<file path="config.mk">
export PLATFORM = sky130hd
export DESIGN_NAME = div_restoring_seq
export DESIGN_NICKNAME = d
export VERILOG_FILES = /design/src/rtl/alu_pkg.sv /design/src/rtl/sub_cla.sv /design/src/rtl/div_restoring_seq.sv
export SDC_FILE = /design/constraint.sdc
export NUM_CORES = 1
export LEC_CHECK = 0
export ABC_AREA = 1
export BUFFER_PORTS_ARGS = -buffer_cell sky130_fd_sc_hd__buf_4
export CAP_MARGIN = 40
export CORE_MARGIN = 2
export CORE_UTILIZATION = 55
export DETAILED_ROUTE_END_ITERATION = 10
export PLACE_DENSITY = 0.78
export SLEW_MARGIN = 25
export SYNTH_ARGS = -nofsm -noshare
export SYNTH_HDL_FRONTEND = slang
export SYNTH_SLANG_ARGS = --single-unit
</file>
<file path="constraint.sdc">
create_clock -name clk -period 4.68 [get_ports clk]
set_clock_uncertainty 0.05 [all_clocks]
set_input_delay 0.936 -clock clk [delete_from_list [all_inputs] [get_ports clk]]
set_output_delay 0.936 -clock clk [all_outputs]
set_load 0.01 [all_outputs]
</file>
<file path="src/rtl/alu_pkg.sv">
// Shared definitions for the arithmetic unit blocks.
package alu_pkg;

  // Default operand width for the sequential divider.
  localparam int DIV_WIDTH = 8;

  // Divider control states.
  typedef enum logic [1:0] {
    IDLE = 2'd0,
    RUN  = 2'd1,
    DONE = 2'd2
  } state_e;

endpackage

</file>
<file path="src/rtl/sub_cla.sv">
// N-bit subtractor a - b, computed as a + ~b + 1 with generate/propagate carries.
// The carry-out is not exported; callers size N one bit wider and read the sign bit.
module sub_cla #(
  parameter int N = 9
) (
  input  logic [N-1:0] a,
  input  logic [N-1:0] b,
  output logic [N-1:0] diff
);

  logic [N-1:0] b_inv;
  logic [N-1:0] g;
  logic [N-1:0] p;
  logic [N-1:0] c;

  assign b_inv = ~b;
  assign g     = a & b_inv;
  assign p     = a ^ b_inv;

  // Carry lookahead recurrence; carry-in of 1 completes the two's complement.
  always_comb begin
    c    = '0;
    c[0] = 1'b1;
    for (int i = 0; i < N - 1; i++) begin
      c[i+1] = g[i] | (p[i] & c[i]);
    end
  end

  assign diff = p ^ c;

endmodule

</file>
<file path="src/rtl/div_restoring_seq.sv">
// Multi-cycle unsigned restoring divider, one quotient bit per clock.
//
// state | meaning
// ------+----------------------------------------------------------
// IDLE  | nothing in progress, waiting for start
// RUN   | shift / trial-subtract / restore, WIDTH iterations
// DONE  | single-cycle result strobe; a new start is accepted here
module div_restoring_seq
  import alu_pkg::*;
#(
  parameter int WIDTH = DIV_WIDTH
) (
  input  logic             clk,
  input  logic             rst,
  input  logic             start,
  input  logic [WIDTH-1:0] dividend,
  input  logic [WIDTH-1:0] divisor,
  output logic             busy,
  output logic             done,
  output logic [WIDTH-1:0] quotient,
  output logic [WIDTH-1:0] remainder,
  output logic             div_by_zero
);

  localparam int CW = $clog2(WIDTH);
  localparam logic [CW-1:0] CNT_LAST = CW'(WIDTH - 1);

  state_e           state;
  logic [WIDTH:0]   a;
  logic [WIDTH-1:0] q;
  logic [WIDTH-1:0] d;
  logic [CW-1:0]    cnt;

  logic [WIDTH:0]   a_shift;
  logic [WIDTH:0]   trial;
  logic [WIDTH:0]   a_next;
  logic [WIDTH-1:0] q_next;
  logic             trial_ok;

  // A never holds a value >= D, so its top bit is always zero and is dropped by the shift.
  assign a_shift = {a[WIDTH-1:0], q[WIDTH-1]};

  sub_cla #(.N(WIDTH + 1)) u_sub (
    .a    (a_shift),
    .b    ({1'b0, d}),
    .diff (trial)
  );

  // Keep the trial difference when it did not go negative, otherwise restore.
  always_comb begin
    trial_ok = ~trial[WIDTH];
    a_next   = trial_ok ? trial : a_shift;
    q_next   = {q[WIDTH-2:0], trial_ok};
  end

  // Control FSM, iteration datapath and result registers.
  always_ff @(posedge clk) begin
    if (rst) begin
      state       <= IDLE;
      a           <= '0;
      q           <= '0;
      d           <= '0;
      cnt         <= '0;
      quotient    <= '0;
      remainder   <= '0;
      div_by_zero <= 1'b0;
    end else begin
      unique case (state)
        IDLE, DONE: begin
          if (start) begin
            if (divisor != '0) begin
              a     <= '0;
              q     <= dividend;
              d     <= divisor;
              cnt   <= '0;
              state <= RUN;
            end else begin
              quotient    <= '1;
              remainder   <= dividend;
              div_by_zero <= 1'b1;
              state       <= DONE;
            end
          end else begin
            state <= IDLE;
          end
        end
        RUN: begin
          a   <= a_next;
          q   <= q_next;
          cnt <= cnt + 1'b1;
          if (cnt == CNT_LAST) begin
            quotient    <= q_next;
            remainder   <= a_next[WIDTH-1:0];
            div_by_zero <= 1'b0;
            state       <= DONE;
          end
        end
        default: state <= IDLE;
      endcase
    end
  end

  // Status flags decode directly from the state register.
  assign busy = (state == RUN);
  assign done = (state == DONE);

  // The partial remainder must never carry a set top bit while iterating.
  a_top_clear: assert property (@(posedge clk) disable iff (rst) (state == RUN) |-> !a[WIDTH]);

endmodule

</file>
After elaboration in Yosys (flattened, before gate mapping)

Index checks and enable logic that the tools add are counted.

Flip-flop bits (word level): 46
Bits of input ports: 19
Output and inout port bits: 19
Logic and storage cells: 69

Add/subtract/negate cells: 1
Equality and inequality tests: 7
Multiplexer cells: 26
Bitwise operators: 20
Reductions and logical operators: 7

Operators with widths:

| kind                                                   | count |
|---|---|
| 2-to-1 mux 8 bit                                       | 11 |
| one-hot mux 8 bit (2 select lines)                     | 4 |
| XOR 9 bit                                              | 2 |
| NOT 8 -> 9 bit                                         | 1 |
| AND 8 bit                                              | 1 |
| bitwise OR 1 bit                                       | 8 |
| nonzero test 8 bit                                     | 1 |
| AND 1 bit                                              | 7 |
| 2-to-1 mux 2 bit                                       | 3 |
| 2-to-1 mux 3 bit                                       | 2 |
| inequality test 2 bit (second input constant)          | 3 |
| one-hot mux 3 bit (2 select lines)                     | 1 |
| AND reduction 3 bit                                    | 2 |
| one-hot mux 2 bit (2 select lines)                     | 1 |
| AND reduction 4 bit                                    | 1 |
| adder 3 x 1 -> 3 bit (second input constant)           | 1 |
| == test 3 bit (second input constant)                  | 1 |
| 2-to-1 mux 1 bit                                       | 3 |
| == test 2 x 1 -> 1 bit (second input constant)         | 1 |
| == test 2 bit (second input constant)                  | 1 |
| logical NOT 2 bit                                      | 1 |
| inequality test 2 x 1 -> 1 bit (second input constant) | 1 |
| one-hot mux 1 bit (2 select lines)                     | 1 |
| nonzero test 2 bit                                     | 1 |
| other kinds (2)                                        | 2 |

Logic depth before layout (Yosys ltp)

Gate-level depths: netlist of run 1.

Depth after elaboration: 21
Gate-level depth with buffers: 19
Gate-level depth less buffers: 19

By module

Synthesis of run 1 repeated with hierarchy kept, for this count alone.

Cells, all modules: 346
Area total of the unflattened synthesis: 2546.2 um^2

By module, submodules not included:

| module            | instances | cells each | area an instance (um^2) | sequential area each (um^2) |
|---|---|---|---|---|
| div_restoring_seq | 1         | 313        | 2298.5                  | 920.9 |
| sub_cla           | 1         | 33         | 247.7                   | 0.0 |

Worst setup path before layout of run 1

No wires, ideal clock.

Path kind: reg-to-reg
Start point: reg q[7]
End point: reg a[1]
Setup time: 0.070 ns
Arrival: 3.483 ns
Required time: 4.560 ns
Slack: 1.077 ns
Stages on the path, launching flop included: 19
Buffers on the path: 0
Clock period less this slack: 3.603 ns
Cells stage by stage: dfxtp_1 -> inv_1 -> ha_1 -> inv_1 -> fa_1 -> fa_1 -> fa_1 -> fa_1 -> fa_1 -> inv_1 -> fa_1 -> fa_1 -> inv_1 -> nand2_1 -> nand2_1 -> nor2_4 -> nand2_1 -> and2_1 -> a21oi_1

Cells in the longest elaborated chain, start to end: 19
Elaborated cells on any way between the ends: 20
Those cells by class: mux: 2; bitwise: 18

RTL lines:

| what                                          | RTL line                     | RTL |
|---|---|---|
| start: declaration                            | div_restoring_seq.sv:30      | `logic [WIDTH-1:0] q;` |
| start signal: assignment                      | div_restoring_seq.sv:73      | `q <= dividend;` |
| start signal: assignment                      | div_restoring_seq.sv:89      | `q <= q_next;` |
| AND 8 bit / XOR 9 bit (equally long branches) | sub_cla.sv:17, sub_cla.sv:18 |  |
| bitwise OR 1 bit (*)                          | sub_cla.sv:25                | `c[i+1] = g[i] \| (p[i] & c[i]);` |
| AND 1 bit                                     | sub_cla.sv:25                |  |
| bitwise OR 1 bit                              | sub_cla.sv:25                |  |
| AND 1 bit                                     | sub_cla.sv:25                |  |
| bitwise OR 1 bit                              | sub_cla.sv:25                |  |
| AND 1 bit                                     | sub_cla.sv:25                |  |
| bitwise OR 1 bit                              | sub_cla.sv:25                |  |
| [... 3 more ...]                              | --                           |  |
| bitwise OR 1 bit                              | sub_cla.sv:25                |  |
| AND 1 bit                                     | sub_cla.sv:25                |  |
| bitwise OR 1 bit                              | sub_cla.sv:25                |  |
| AND 1 bit                                     | sub_cla.sv:25                |  |
| bitwise OR 1 bit                              | sub_cla.sv:25                |  |
| XOR 9 bit (*)                                 | sub_cla.sv:29                | `assign diff = p ^ c;` |
| 2-to-1 mux 8 bit (*)                          | div_restoring_seq.sv:52      | `a_next = trial_ok ? trial : a_shift;` |
| one-hot mux 8 bit (2 select lines) (*)        | div_restoring_seq.sv:68      | `unique case (state)` |
| end signal: assignment                        | div_restoring_seq.sv:88      | `a <= a_next;` |
| end: declaration                              | div_restoring_seq.sv:29      | `logic [WIDTH:0] a;` |

Every way passes the cells marked *; elsewhere a longest branch is shown, timed or not.
A chain may end at the register's enable or synchronous reset.

Worst setup path after layout of run 1

Start point: reg q[7]
End point: reg a[3]

Cells in the longest elaborated chain, start to end: 19
Elaborated cells on any way between the ends: 20
Those cells by class: mux: 2; bitwise: 18

RTL lines:

| what                                          | RTL line |
|---|---|
| AND 8 bit / XOR 9 bit (equally long branches) | sub_cla.sv:17, sub_cla.sv:18 |
| bitwise OR 1 bit (*)                          | sub_cla.sv:25 |
| AND 1 bit (*)                                 | sub_cla.sv:25 |
| bitwise OR 1 bit (*)                          | sub_cla.sv:25 |
| AND 1 bit (*)                                 | sub_cla.sv:25 |
| bitwise OR 1 bit (*)                          | sub_cla.sv:25 |
| AND 1 bit                                     | sub_cla.sv:25 |
| bitwise OR 1 bit                              | sub_cla.sv:25 |
| [... 3 more ...]                              | -- |
| bitwise OR 1 bit                              | sub_cla.sv:25 |
| AND 1 bit                                     | sub_cla.sv:25 |
| bitwise OR 1 bit                              | sub_cla.sv:25 |
| AND 1 bit                                     | sub_cla.sv:25 |
| bitwise OR 1 bit                              | sub_cla.sv:25 |
| XOR 9 bit (*)                                 | sub_cla.sv:29 |
| 2-to-1 mux 8 bit (*)                          | div_restoring_seq.sv:52 |
| one-hot mux 8 bit (2 select lines) (*)        | div_restoring_seq.sv:68 |

Marked as above.

==> impl_metrics.py, run 1 <==
metrics = {
    "run_status": {
        "status": "complete, no violations",
    },
    "critical_path": {
        "cp_cell_sequence": "inv_1 -> ha_1 -> inv_1 -> fa_1 -> fa_1 -> fa_1 -> fa_1 -> fa_1 -> inv_1 -> fa_1 -> fa_1 -> inv_1 -> nand2_1 -> nand2_1 -> nor2_4 -> nand2_1 -> and2_1 -> a21oi_1",
        "cp_max_fo": 8,
        "cp.arrival_ns": 4.15,
        "critPathCaptureType": "flip-flop",
        "crit_family": "adder cells",
        "start_kind": "flip-flop",
        "critPathSlowestCell": "fa_1",
        "critical_path_class": "reg -> reg",
        "critPathBufInv": 4,
        "worst_path_most_repeated_cell": "fa_1",
        "cp.required_ns": 4.86,
        "slowest_delay_ns": 0.40,
    },
    "placed_design": {
        "numPortBuffers": 37,
        "dp_hpwl_mm": 3.570,
        "gp_congestion": 0.8718,
    },
    "final_layout": {
        "nets": 384,
        "fill_cells": 375,
        "fin_util": 0.6681,
        "diodes": 0,
        "area_growth_pct": 17.17,
        "layout-drive-gt1-share": 0.1517,
    },
    "clock_tree": {
        "cts-buffers-inserted": 5,
        "ctsHoldBuffers": 0,
        "cts_setup_buffers": 0,
        "clock_latency_ns": 0.30,
        "cts-resized-gates": 0,
        "path_clk_slew_ns": 0.08,
        "cts_num_sinks": 46,
        "cts_max_level": 2,
        "clockRootBuffer": "clkbuf_8",
        "clock_path_buffers": 2,
        "tritoncts": "yes",
    },
    "floorplan": {
        "core_sq_um": 4000,
        "die_h_um": 68.40,
        "core.rowCount": 23,
        "initial_core_util": 0.5702,
        "io-pin-count": 38,
        "dieWidth_um": 68.40,
        "die_area_sq_um": 4679,
    },
    "synth": {
        "yosysTopAreaCell": "dfxtp_1",
        "syn-cell-area_sq_um": 2281,
        "synth_fp_nets": 350,
        "async_reset_ff_frac": 0,
        "synthTopCellsByArea": "dfxtp_1, nand2_1, nor2_1",
        "synth_top_cell_area_share": 0.4037,
        "avgSynthCellArea_sq_um": 7.106,
        "synth-edff-count": 0,
        "synth.most_common_cell": "nand2_1",
        "ys_seq_area_frac": 0.4037,
        "synth_commonest_cells": "nand2_1, nor2_1, dfxtp_1, inv_1, nand3_1",
        "synth_cell_types": 23,
        "ys.flop_type": "dfxtp_1",
        "synth_seq_cells": 46,
        "ys_warn_count": 0,
        "synth_cells": 321,
    },
    "global_route": {
        "grt_pass1_wl_mm": 8.259,
        "grt_pass1_vias": 1919,
        "grtUsageTotal": 0.2426,
        "grt_overflow": 0,
        "antenna_found_initial": 0,
        "grt_start_max_net_pins": 38,
    },
    "detailed_routing": {
        "drt_wl_total_mm": 4.879,
        "drt_first_pass_iters": 5,
        "num_vias": 1993,
        "wire_per_inst_um": 12.02,
        "ant_nets": 0,
        "viasPerCell": 4.909,
        "drt_iter0_drc": 127,
        "drc_errors": 0,
    },
    "worst_hold_path": {
        "hp-class": "reg -> reg",
    },
    "run": {
        "maxCapViolations": 0,
    },
    "sta": {
        "relSlewSlack": 0.5477,
        "fmax_mhz": 252.4,
        "period_needed_ns": 3.962,
        "fin_crit_sh": 0.8467,
        "hold_viol": 0,
        "slew_viol_final": 0,
        "finalSetupViolations": 0,
        "hold_slack_ns": 0.3970,
        "rsz0062_at_grt": "no",
        "tns_ns": 0,
        "worst_pin_slew_ns": 0.6759,
    },
    "power_and_ir_drop": {
        "peakVddDrop_mv": 0.2068,
        "p_leak_nw": 1.238,
        "p_per_area_nw_per_um2": 336.8,
    },
}
==> worst min-delay path: cells and delay by family (launching register included) <==
kind | cells | cell delay, ns
AOI/OAI and AO/OA | 1 | 0.05
DFF | 1 | 0.32
buffers and inverters | 1 | 0.04
==> final cells by class <==
class	count	area, sq um	area share
Timing Repair Buffer	38	292.8	0.1096
Inverter	44	167.7	0.06273
Clock buffer	7	86.33	0.03230
Tap cell	50	62.56	0.02341
Sequential cell	46	920.9	0.3446
Multi-Input combinational cell	220	1137	0.4256
Clock inverter	1	5.005	0.001873
==> cell usage in the layout, fill, tap and decap left out, types with 2 or more instances in the layout <==
cell / Yosys / final
nor2_4: 2 / 2
dfxtp_1: 46 / 46
inv_2: 2 / 2
o21ai_0: 23 / 23
nand3_1: 26 / 26
inv_1: 41 / 41
fa_1: 7 / 7
nand2_1: 64 / 64
buf_4: 0 / 37
nor2_1: 58 / 58
a21oi_1: 22 / 22
ha_1: 3 / 3
clkbuf_8: 0 / 6
and2_1: 8 / 8
==> registers in the layout, summed over array words and instances, names as in the netlist <==
register,flops
remainder,8
q,8
cnt,3
state,2
d,8
a,8
div_by_zero,1
quotient,8
==> metrics by stage <==
step           instance area [sq um]  worst slack, ns  total power, mW  cells
3_5_place_dp                    2581           0.7759           0.6541    398
6_report                        2673           0.7175           0.9001    406
3_3_place_gp                    2566           0.9392           0.6461    397
4_1_cts                         2673           0.7421           0.9015    406
2_1_floorplan                   2281            1.077           0.5921    321
5_1_grt                         2673           0.5079           0.9534    406
==> power breakdown <==
part           leakage [nW]  switching (mW)  total (mW)  internal (mW)
Combinational         0.813           0.124       0.206         0.0820
Sequential            0.377          0.0192       0.441          0.422
Clock                0.0482           0.134       0.254          0.119
==> layer usage <==
| layer | part of all wire | track usage | vias up |
|---|---|---|---|
| li1 | - | - | 1061 |
| met1 | 0.46 | 0.2807 | 879 |
| met2 | 0.47 | 0.4207 | 43 |
| met3 | 0.048 | 0.06250 | 10 |
| met4 | 0.020 | 0.1025 | 0 |
| met5 | 0 | 0 | - |
==> worst paths after layout <==
path,cells past startpoint,endpoint,startpoint,slack [ns]
min,2,div_by_zero,div_by_zero,0.40
max reg2reg,18,a[3],q[7],0.72
min reg2reg,2,div_by_zero,div_by_zero,0.40
max,18,a[3],q[7],0.72
==> cell families (layout without fill, tap and decap cells) <==
logic type      count (synthesis)  in the layout  share of synthesized area
simple gates                  161            161                     0.3061
buf+inv                        55             90                    0.09764
flops                          46             46                     0.4037
compound gates                 49             49                     0.1147
fa+ha+maj                      10             10                    0.07789
Note: power is estimated with default switching activity, not from simulation.
==> run 2: changes to the inputs <==
--- a/config.mk
+++ b/config.mk
@@ -5,7 +5,7 @@
 export SDC_FILE = /design/constraint.sdc
 export NUM_CORES = 1
 export LEC_CHECK = 0
-export ABC_AREA = 1
+export ABC_AREA = 0
 export BUFFER_PORTS_ARGS = -buffer_cell sky130_fd_sc_hd__buf_4
 export CAP_MARGIN = 40
 export CORE_MARGIN = 2
==> constraint.sdc (replaced) <==
create_clock -name clk -period 4.1 [get_ports clk]
set_clock_uncertainty 0.05 [all_clocks]
set_input_delay 0.82 -clock clk [delete_from_list [all_inputs] [get_ports clk]]
set_output_delay 0.82 -clock clk [all_outputs]
set_load 0.01 [all_outputs]
==> impl_metrics.py, run 2 <==
metrics = {
    "final_layout": {
        "layout_commonest_cell": "dfxtp_1",
        "fin_util": 0.7025,
        "finalNonFillerCells": 320,
        "layout_common_cells": "dfxtp_1, buf_4, nand2_1, a21oi_1, nor3_1",
        "diodes": 0,
        "layout-drive-gt1-share": 0.3162,
        "nets": 300,
        "area_growth_pct": 19.70,
    },
    "detailed_routing": {
        "drt_iter0_drc": 153,
        "wire_per_inst_um": 15.13,
        "drt_wl_total_mm": 4.842,
        "viasPerCell": 5.713,
        "ant_nets": 0,
        "num_vias": 1828,
        "drc_errors": 0,
        "drt_first_pass_iters": 4,
    },
    "run": {
        "maxCapViolations": 0,
    },
    "critical_path": {
        "critPathSlowestCell": "fa_2",
        "cp.required_ns": 4.25,
        "critPathCaptureType": "flip-flop",
        "cp_max_fo": 4,
        "critical_path_class": "reg -> reg",
        "slowest_delay_ns": 0.34,
        "worst_path_most_repeated_cell": "fa_2",
        "cp_cell_sequence": "inv_2 -> ha_1 -> inv_1 -> fa_2 -> fa_2 -> fa_2 -> fa_2 -> fa_2 -> inv_2 -> fa_2 -> fa_2 -> xnor2_2 -> buf_6 -> mux2_2 -> o21ba_2 -> mux2_2",
        "start_kind": "flip-flop",
        "cp.arrival_ns": 4.13,
    },
    "floorplan": {
        "core.rowCount": 22,
        "core_sq_um": 3744,
        "io-pin-count": 38,
        "die_area_sq_um": 4517,
        "dieWidth_um": 67.21,
        "initial_core_util": 0.5869,
        "die_h_um": 67.21,
    },
    "power_and_ir_drop": {
        "switching_share": 0.2916,
        "p_int_mw": 0.8025,
        "p_leak_nw": 1.073,
        "clkPwrFrac": 0.302,
        "peakVddDrop_mv": 0.2938,
        "seq_power_share": 0.447,
        "p_per_area_nw_per_um2": 430.7,
        "combPwrFrac": 0.251,
        "p_switching_mw": 0.3303,
        "power_mw": 1.133,
    },
    "sta": {
        "fmax_mhz": 251.0,
        "relSlewSlack": 0.4891,
        "fin_crit_sh": 0.9717,
        "tns_ns": 0,
        "period_needed_ns": 3.984,
        "finalSetupViolations": 0,
        "hold_viol": 0,
        "rsz0062_at_grt": "no",
        "worst_pin_slew_ns": 0.7663,
        "slew_viol_final": 0,
    },
    "worst_hold_path": {
        "hp-class": "reg -> reg",
    },
    "synth": {
        "synth_cells": 237,
        "synth_fp_nets": 266,
        "synth_commonest_cells": "dfxtp_1, nand2_1, a21oi_1, nor3_1, o21ai_0",
        "avgSynthCellArea_sq_um": 9.270,
        "synth_seq_cells": 46,
        "synth_top_cell_area_share": 0.4191,
        "async_reset_ff_frac": 0,
        "synth_cell_types": 34,
        "syn-cell-area_sq_um": 2197,
        "ys_seq_area_frac": 0.4191,
        "synth.most_common_cell": "dfxtp_1",
        "yosysTopAreaCell": "dfxtp_1",
        "synth-edff-count": 0,
        "ys_warn_count": 0,
        "ys.flop_type": "dfxtp_1",
        "synthTopCellsByArea": "dfxtp_1, fa_1, a21oi_1",
    },
    "clock_tree": {
        "cts_num_sinks": 46,
        "cts-buffers-inserted": 5,
        "clockRootBuffer": "clkbuf_8",
        "ctsHoldBuffers": 0,
        "clock_latency_ns": 0.30,
        "path_clk_slew_ns": 0.08,
        "tritoncts": "yes",
        "cts_max_level": 2,
        "clock_path_buffers": 2,
    },
    "placed_design": {
        "dp.cells": 311,
        "gp_congestion": 0.8638,
        "numPortBuffers": 37,
        "dp_hpwl_mm": 3.337,
    },
    "global_route": {
        "grtUsageTotal": 0.2338,
        "grt_overflow": 0,
        "grt_pass1_wl_mm": 7.824,
        "grt_pass1_vias": 1650,
        "antenna_found_initial": 0,
        "grt_start_max_net_pins": 32,
    },
    "run_status": {
        "status": "complete, no violations",
    },
}
-- run 2: path summary, 6_finish.rpt --
kind                            startpoint            to  slack (ns)  depth (start not counted)
worst min-delay path                  d[3]          d[3]        0.41                          2
worst min register to register        d[3]          d[3]        0.41                          2
worst max-delay path                  q[7]  remainder[5]        0.12                         16
worst max register to register        q[7]  remainder[5]        0.12                         16
-- run 2: routing by layer --
metal  share of wire  GRT usage  wire length, um
met1            0.45     0.3330             2177
met4          0.0097    0.05867               47
met3           0.074    0.06167              359
met2            0.47     0.3540             2257
met5               0          0                0
-- run 2: power by group through the flow --
stage / Combinational [mW] / Sequential (mW) / Clock [mW]
6_report: 0.284 / 0.506 / 0.342
5_1_grt: 0.311 / 0.511 / 0.366
4_1_cts: 0.272 / 0.506 / 0.345
3_5_place_dp: 0.266 / 0.515 / 0
3_3_place_gp: 0.260 / 0.515 / 0
2_1_floorplan: 0.185 / 0.513 / 0
-- run 2: critical path: cells and delay by family (launching register included) --
family          cells  cell delay [ns]
fa+ha+maj           8             2.25
mux                 2             0.59
xor+xnor            1             0.13
flops               1             0.33
buf+inv             4             0.33
compound gates      1             0.20
-- run 2: logic make-up after synthesis --
kind of cell,count (synthesis),synth area share
AO/OA/AOI/OAI,62,0.1931
AND/OR/NAND/NOR,80,0.1805
flip-flops,46,0.4191
adder cells (fa/ha/maj),10,0.08087
XOR/XNOR,1,0.003987
buffers and inverters,28,0.06606
multiplexers,10,0.05638
-- run 2: final cells by class --
cell class,instances,area (sq um)
Multi-Input combinational cell,163,1156
Fill cell,301,1114
Sequential cell,46,920.9
Timing Repair Buffer,43,334.1
Clock buffer,5,68.82
Tap cell,48,60.06
Clock inverter,3,45.04
Inverter,12,45.04
-- run 2: what timing repair did --
action | 4_1_cts | 5_1_grt
setup buffers | 0 | 0
endpoints found under the setup margin | 5 | 5
resized for setup | 7 | 4
-- run 2: stage by stage --
stage | cell area (sq um) | hold slack (ns) | setup slack, ns
6_report | 2630 | 0.4145 | 0.1160
3_3_place_gp | 2472 | 0.3946 | -0.0008846
2_1_floorplan | 2197 | 0.3863 | 0.07920
4_1_cts | 2601 | 0.4148 | 0.03527
3_5_place_dp | 2472 | 0.4071 | -0.1196
5_1_grt | 2630 | 0.4533 | 0.01333
